**src/rtl/fetch_queue.sv**
```systemverilog
// fetch_queue: instruction fetch front end with a prefetch FIFO.
//
// Owns the PC and drives a stallmem-style instruction memory port. Each fetched
// word is buffered together with its PC in a DEPTH-entry FIFO. The FIFO head
// moves into registered decode outputs once per unstalled cycle. A redirect
// flushes everything and reloads the PC. A misaligned redirect target also sets
// a sticky error and parks the fetcher in HALT until the next reset.
//
// Ports:
//   clk            rising-edge clock
//   rst            asynchronous active-low reset
//   imem_addr      fetch address (the PC register)
//   imem_req       fetch request (RUN, FIFO not full, no redirect)
//   imem_ready     imem_data is valid for imem_addr this cycle
//   imem_data      instruction word from memory
//   redirect       taken jump/branch from execute
//   redirect_addr  jump target
//   stall          downstream stall, holds the decode output registers
//   instr          instruction to decode (NOP when not valid)
//   instr_pc       PC of instr
//   instr_pc_step  instr_pc + 4
//   instr_valid    instr is a real fetched instruction
//   fq_count       FIFO occupancy
//   fetch_err      sticky misaligned-redirect error
module fetch_queue #(
  parameter int              XLEN     = 32,
  parameter int              DEPTH    = 4,
  parameter logic [XLEN-1:0] RESET_PC = {XLEN{1'b0}},
  parameter logic [XLEN-1:0] NOP      = XLEN'(32'h0000_0013)
) (
  input  logic                     clk,
  input  logic                     rst,
  output logic [XLEN-1:0]          imem_addr,
  output logic                     imem_req,
  input  logic                     imem_ready,
  input  logic [XLEN-1:0]          imem_data,
  input  logic                     redirect,
  input  logic [XLEN-1:0]          redirect_addr,
  input  logic                     stall,
  output logic [XLEN-1:0]          instr,
  output logic [XLEN-1:0]          instr_pc,
  output logic [XLEN-1:0]          instr_pc_step,
  output logic                     instr_valid,
  output logic [$clog2(DEPTH):0]   fq_count,
  output logic                     fetch_err
);

  localparam int              AW      = $clog2(DEPTH);
  localparam int              CW      = AW + 1;
  localparam logic [XLEN-1:0] PC_INC  = XLEN'(4);
  localparam logic [XLEN-1:0] ZERO_W  = {XLEN{1'b0}};

  typedef enum logic [0:0] {
    ST_RUN  = 1'b0,
    ST_HALT = 1'b1
  } state_e;

  state_e            state_r;
  logic [XLEN-1:0]   pc_r;
  logic              fetch_err_r;

  logic [XLEN-1:0]   fifo_instr_r [DEPTH];
  logic [XLEN-1:0]   fifo_pc_r    [DEPTH];
  logic [AW-1:0]     wr_ptr_r;
  logic [AW-1:0]     rd_ptr_r;
  logic [CW-1:0]     count_r;

  logic [XLEN-1:0]   instr_r;
  logic [XLEN-1:0]   instr_pc_r;
  logic [XLEN-1:0]   instr_pc_step_r;
  logic              instr_valid_r;

  logic              run_s;
  logic              full_s;
  logic              empty_s;
  logic              redirect_s;
  logic              misalign_s;
  logic              req_s;
  logic              push_s;
  logic              pop_s;

  // Control decode. Redirects only count in RUN; in HALT they are ignored.
  // The request uses the registered full flag, so a same-cycle pop never
  // opens a slot for a push until the following cycle.
  always_comb begin
    run_s      = (state_r == ST_RUN);
    full_s     = (count_r == CW'(DEPTH));
    empty_s    = (count_r == {CW{1'b0}});
    redirect_s = run_s && redirect;
    misalign_s = redirect_s && (redirect_addr[1:0] != 2'b00);
    req_s      = run_s && !full_s && !redirect;
    push_s     = req_s && imem_ready;
    pop_s      = !redirect_s && !stall && !empty_s;
  end

  // PC, run/halt state and sticky error.
  always_ff @(posedge clk or negedge rst) begin
    if (!rst) begin
      pc_r        <= RESET_PC;
      state_r     <= ST_RUN;
      fetch_err_r <= 1'b0;
    end else if (redirect_s) begin
      pc_r <= redirect_addr;
      if (misalign_s) begin
        state_r     <= ST_HALT;
        fetch_err_r <= 1'b1;
      end else begin
        state_r     <= state_r;
        fetch_err_r <= fetch_err_r;
      end
    end else if (push_s) begin
      pc_r <= pc_r + PC_INC;
    end else begin
      pc_r <= pc_r;
    end
  end

  // Prefetch FIFO storage, pointers and occupancy; a redirect empties it.
  always_ff @(posedge clk or negedge rst) begin
    if (!rst) begin
      wr_ptr_r <= {AW{1'b0}};
      rd_ptr_r <= {AW{1'b0}};
      count_r  <= {CW{1'b0}};
      for (int i = 0; i < DEPTH; i++) begin
        fifo_instr_r[i] <= ZERO_W;
        fifo_pc_r[i]    <= ZERO_W;
      end
    end else if (redirect_s) begin
      wr_ptr_r <= {AW{1'b0}};
      rd_ptr_r <= {AW{1'b0}};
      count_r  <= {CW{1'b0}};
    end else begin
      if (push_s) begin
        fifo_instr_r[wr_ptr_r] <= imem_data;
        fifo_pc_r[wr_ptr_r]    <= pc_r;
        wr_ptr_r               <= wr_ptr_r + AW'(1);
      end
      if (pop_s) begin
        rd_ptr_r <= rd_ptr_r + AW'(1);
      end
      case ({push_s, pop_s})
        2'b10:   count_r <= count_r + CW'(1);
        2'b01:   count_r <= count_r - CW'(1);
        default: count_r <= count_r;
      endcase
    end
  end

  // Decode output registers: flush on redirect, pop when not stalled,
  // bubble (NOP) when nothing is buffered, hold under stall.
  always_ff @(posedge clk or negedge rst) begin
    if (!rst) begin
      instr_r         <= NOP;
      instr_pc_r      <= ZERO_W;
      instr_pc_step_r <= ZERO_W;
      instr_valid_r   <= 1'b0;
    end else if (redirect_s) begin
      instr_r         <= NOP;
      instr_pc_r      <= ZERO_W;
      instr_pc_step_r <= ZERO_W;
      instr_valid_r   <= 1'b0;
    end else if (!stall) begin
      if (!empty_s) begin
        instr_r         <= fifo_instr_r[rd_ptr_r];
        instr_pc_r      <= fifo_pc_r[rd_ptr_r];
        instr_pc_step_r <= fifo_pc_r[rd_ptr_r] + PC_INC;
        instr_valid_r   <= 1'b1;
      end else begin
        instr_r         <= NOP;
        instr_pc_r      <= ZERO_W;
        instr_pc_step_r <= ZERO_W;
        instr_valid_r   <= 1'b0;
      end
    end else begin
      instr_r         <= instr_r;
      instr_pc_r      <= instr_pc_r;
      instr_pc_step_r <= instr_pc_step_r;
      instr_valid_r   <= instr_valid_r;
    end
  end

  assign imem_addr     = pc_r;
  assign imem_req      = req_s;
  assign instr         = instr_r;
  assign instr_pc      = instr_pc_r;
  assign instr_pc_step = instr_pc_step_r;
  assign instr_valid   = instr_valid_r;
  assign fq_count      = count_r;
  assign fetch_err     = fetch_err_r;

endmodule

```
**config.mk**
```make
export PLATFORM = sky130hd
export DESIGN_NAME = fetch_queue
export DESIGN_NICKNAME = d
export VERILOG_FILES = /design/src/rtl/fetch_queue.sv
export SDC_FILE = /design/constraint.sdc
export NUM_CORES = 1
export LEC_CHECK = 0
export ABC_AREA = 1
export CELL_PAD_IN_SITES_DETAIL_PLACEMENT = 1
export CELL_PAD_IN_SITES_GLOBAL_PLACEMENT = 1
export CORE_UTILIZATION = 42
export DETAILED_ROUTE_END_ITERATION = 10
export DONT_BUFFER_PORTS = 1
export PLACE_DENSITY_LB_ADDON = 0.1
export SLEW_MARGIN = 20
export SYNTH_ARGS = -nofsm -noshare
export SYNTH_HDL_FRONTEND = slang
export SYNTH_SLANG_ARGS = --single-unit
```
**constraint.sdc**
```tcl
create_clock -name clk -period 2.75 [get_ports clk]
set_input_delay 0.1375 -clock clk [delete_from_list [all_inputs] [get_ports clk]]
set_output_delay 0.1375 -clock clk [all_outputs]
set_load 0.05 [all_outputs]
```
# Yosys cells after proc, flatten, opt, wreduce, memory -nomap -nowiden
# Index checks and enable logic that the tools add are counted.
# classes
addsub,6
magnitude_cmp,3
eq_ne,4
n_mux,30
n_bitwise,4
reduce_logical,20
# op_table
operator,n
32-bit two-way mux,16
128-bit bitwise mux,2
32-bit binary-select mux with 2-bit select,2
"32-bit by 3-bit adder with 32-bit output, second input constant",2
32-bit demux with 2-bit select,1
1-bit logical AND,8
2-bit two-way mux,4
"3-bit >= comparator, second input constant",2
2-bit NOT with 3-bit output,2
3-bit case mux with 2 select lines,1
2-bit nonzero test,3
1-bit zero test,5
"2-bit by 1-bit adder with 2-bit output, second input constant",2
2-bit AND reduction,2
"3-bit by 1-bit adder with 3-bit output, second input constant",1
"3-bit == test, second input constant",1
3-bit zero test,1
"3-bit by 1-bit less-than comparator with 1-bit output, second input constant",1
1-bit two-way mux,3
3-bit two-way mux,1
3-bit nonzero test,1
"3-bit by 1-bit subtractor with 3-bit output, second input constant",1
"2-bit by 1-bit == test with 1-bit output, second input constant",1
"2-bit == test, second input constant",1
2 further kinds,3
# totals
regBits,393
input_bits,69
output_inout_bits,134

# Depth between registers and ports, before layout
# logic_depth
word_depth,8
ltp_mapped,18
mapped_depth_nobuf,16

# Least setup slack after synthesis
# No wires, ideal clock.
# synth_timing
kind,register to register
start,register count_r[0] (netlist: fq_count[0])
end,register count_r[2] (netlist: fq_count[2])
setup_ns,0.126
arrival_time_ns,2.599
required_time_ns,2.624
slack_ns,0.025
stages_incl_launch_ff,8
n_path_buf,0
cell_sequence,dfrtp_1 > nor3_1 > nor3_2 > nand2_1 > ha_1 > fa_1 > xor2_1 > o22ai_1
# synth_between
elab_chain_cells,8
# synth_lines
element,line,rtl
from (decl),66,logic [CW-1:0] count_r;
from (signal assigned),123,count_r <= {CW{1'b0}};
from (signal assigned),131,count_r <= {CW{1'b0}};
from (signal assigned),142,2'b10: count_r <= count_r + CW'(1);
3-bit == test *,87,full_s = (count_r == CW'(DEPTH));
1-bit zero test *,91,req_s = run_s && !full_s && !redirect;
1-bit logical AND * (2 in series),91,
via imem_req,34,"output logic imem_req,"
1-bit logical AND *,92,push_s = req_s && imem_ready;
2-bit by 1-bit == test with 1-bit output or 2-bit == test (tied branches),141,"case ({push_s, pop_s})"
3-bit case mux with 2 select lines,141,
3-bit two-way mux,128,end else if (redirect_s) begin
# The timed path passes the listed nets; every way through them passes the cells marked *.
# A chain may end at the register's enable or synchronous reset.

# Worst setup path in the final report
# layout_timing
start,register pc_r[6] (netlist: imem_addr[6])
end,register pc_r[28] (netlist: imem_addr[28])
# layout_between
elab_chain_cells,3
# layout_lines
element,line,rtl
from (decl),59,logic [XLEN-1:0] pc_r;
from (signal assigned),103,pc_r <= redirect_addr;
from (signal assigned),112,pc_r <= pc_r + PC_INC;
from (signal assigned),114,pc_r <= pc_r;
32-bit by 3-bit adder with 32-bit output,112,
32-bit two-way mux,111,end else if (push_s) begin
32-bit two-way mux,102,end else if (redirect_s) begin
# No other way between the ends. The select of a mux whose other input is x is not followed.

==> flow_summary.yaml <==
run_status:
  status: "finished with violations"
  violations: "negative hold slack, max-slew violations"
critical_path:
  crit_fanout: 4
  path_cells: "buf_4 -> nand2_1 -> nor3_1 -> buf_4 -> nand2_1 -> nor4_1 -> nand2b_1 -> nand3_1 -> nand2_1 -> dlygate4sd3_1 -> nand2_1"
  r2r_cells: 11
  cp_data_required_time_ns: 3.22
  setup.worst_path.end_class: "flop"
  cp_slowest_cell: "dlygate4sd3_1"
  cp.arrival_ns: 2.99
  slowest_delay_ns: 0.54
  cp_common_cell: "nand2_1"
  path_class: "flop to flop"
  critPathLaunchType: "flop"
global_route:
  antenna_found_initial: 1
  grt_pass1_vias: 16600
  grt_use_total: 0.263
  grt_max_degree: 392
  grt_pass1_wl_um: 92300
  gr-total-overflow: 0
timing:
  fin_tns_setup_ns: 0
  finalCriticalPeriod_ns: 2.52
  tightest_slew_ns: 1.53
  fmax_ghz: 0.397
  final-setup-viol-count: 0
  finalHoldViolCount: 388
  drv_slew: 43
  fin_crit_sh: 0.916
  relSlewSlack: -0.0196
  fin_skew_ns: 0.0162
  rsz0062_at_grt: "false"
  hold_slack_ns: -0.742
floorplanning:
  rows: 76
  die-area_um2: 44600
  core_um2: 43200
  die_x_um: 211
  fp.dieH_um: 211
  start_util: 0.426
  ioPinCount: 203
layout:
  regArea_um2: 9790
  drive_above_1_share: 0.0766
  postLayoutCellArea_um2: 21300
  multi_input_area_um2: 7500
  areaGrowthSynthToFinish_pct: 15.6
  fin_nets: 2406
  mostFrequentLayoutCells: "nand2_1, o21ai_0, dfrtp_1, nor2_1, nand3_1"
  fillers: 5234
  layout_commonest_cell: "nand2_1"
synth:
  synth_edf_count: 0
  synth_ff_type: "dfrtp_1"
  ys_types: 42
  ys_async_sr_fraction: 1.00
  syn_area_um2: 18400
  synthesis.nets: 2360
  synth_cells: 2283
  yosysWarnings: 0
  ys_ff_latch: 391
  synth-seq-area-share: 0.532
  syn_area_per_cell_um2: 8.06
drt:
  dr.pass1.iters: 5
  postRouteAntennaNets: 0
  drt_wl_total_um: 57300
  dr.first_iter.drc_count: 867
  drc_errors: 0
  viasPerCell: 5.35
  vias: 15800
  wl_per_cell_um: 19.4
pwr:
  p_leak_nw: 10.1
  irDropWorstVdd_mv: 0.554
  powerDensity_nw_per_um2: 877
  p_total_mw: 18.7
clock_network:
  insertion_delay_ns: 0.58
  h-tree-depth: 2
  ctsRootBufferMaster: "clkbuf_16"
  cts_resized: 0
  clockBufferDepth: 3
  path_clk_slew_ns: 0.06
  cts_buffers: 45
  holdBufCountCts: 69
  postCtsSetupBuffers: 0
  cts_tree: "done"
  clock_sinks: 391
run:
  cap_viol_max_count: 0
placed_design:
  place_congestion: 0.893
  port_buffers: 0
  dpl-instance-area_um2: 19200
  hpwl_um: 37200
hold_path:
  hold_path_class: "primary input to async pin"
## layout make-up
class | count | area share
sequential | 391 | 0.461
multi-input combinational | 1630 | 0.353
clock buffer | 73 | 0.0640
timing repair buffer | 136 | 0.0632
tap | 585 | 0.0344
inverter | 125 | 0.0222
clock inverter | 9 | 0.00259
antenna | 1 | 0.000118
## state kept, by name (all words and copies together) (netlist names)
signal and flops:
fifo_instr_r 128, fifo_pc_r 128, imem_addr 32, instr 32
instr_pc 32, instr_pc_step 30, fq_count 3, rd_ptr_r 2
wr_ptr_r 2, fetch_err 1, instr_valid 1
## synth_stat cells, types with 10 or more instances
library cell  instances  area share
nand2_1             740        0.15
o21ai_0             397        0.11
dfrtp_1             388        0.53
nor2_1              168       0.034
inv_1               119       0.024
nand3_1             119       0.032
clkbuf_1             70       0.014
buf_2                45       0.012
o22ai_1              43       0.015
a22o_1               34       0.016
a21oi_1              24      0.0065
nand2_2              15      0.0051
nor3_1               12      0.0033
xor2_1               10      0.0048
## where the power goes
part	switching [mW]	internal (mW)	total, mW
combinational	3.03	1.36	4.39
clock	2.42	3.38	5.79
sequential	2.18	6.30	8.48
## through the flow
step	utilization	setup slack [ns]	instances
finish	0.493	0.231	2950
global route	0.492	0.0486	2949
CTS	0.492	0.252	2949
detailed placement	0.444	0.332	2798
global placement	0.444	0.387	2798
floorplan	-	0.0249	2283
## cells by family after synthesis
family                     Yosys count  synth area share
xor gates and xnor gates            11           0.00524
AOI/OAI and AO/OA                  528             0.157
and+or+nand+nor                   1083             0.238
buffers and inverters              262            0.0616
DFF                                391             0.532
adders and majority gates            8           0.00585
## critical path, delay by kind of cell, from the launching register on
family                 cells  cell delay [ns]
buffers and inverters      3             0.96
flip-flops                 1             0.36
AND/OR/NAND/NOR            8             1.10
## path summary, 6_finish.rpt
kind | from | to | slack [ns]
setup / recovery | imem_addr[6] | imem_addr[28] | 0.23
hold / removal | rst | instr[8] | -0.74
setup reg to reg | imem_addr[6] | imem_addr[28] | 0.23
hold reg to reg | fifo_instr_r[46] | fifo_instr_r[46] | 0.48
max in group asynchronous | rst | rd_ptr_r[0] | 2.09
min in group clk | imem_ready | imem_addr[7] | 0.09
## layer usage
metal / vias up / routed length, um / GRT usage
li1: 7564 / - / -
met3: 76 / 2830 / 0.0506
met2: 296 / 25800 / 0.406
met4: 0 / 1120 / 0.0677
met1: 7858 / 27600 / 0.378
met5: - / 0 / 0
Note: power is estimated with default switching activity, not from simulation.
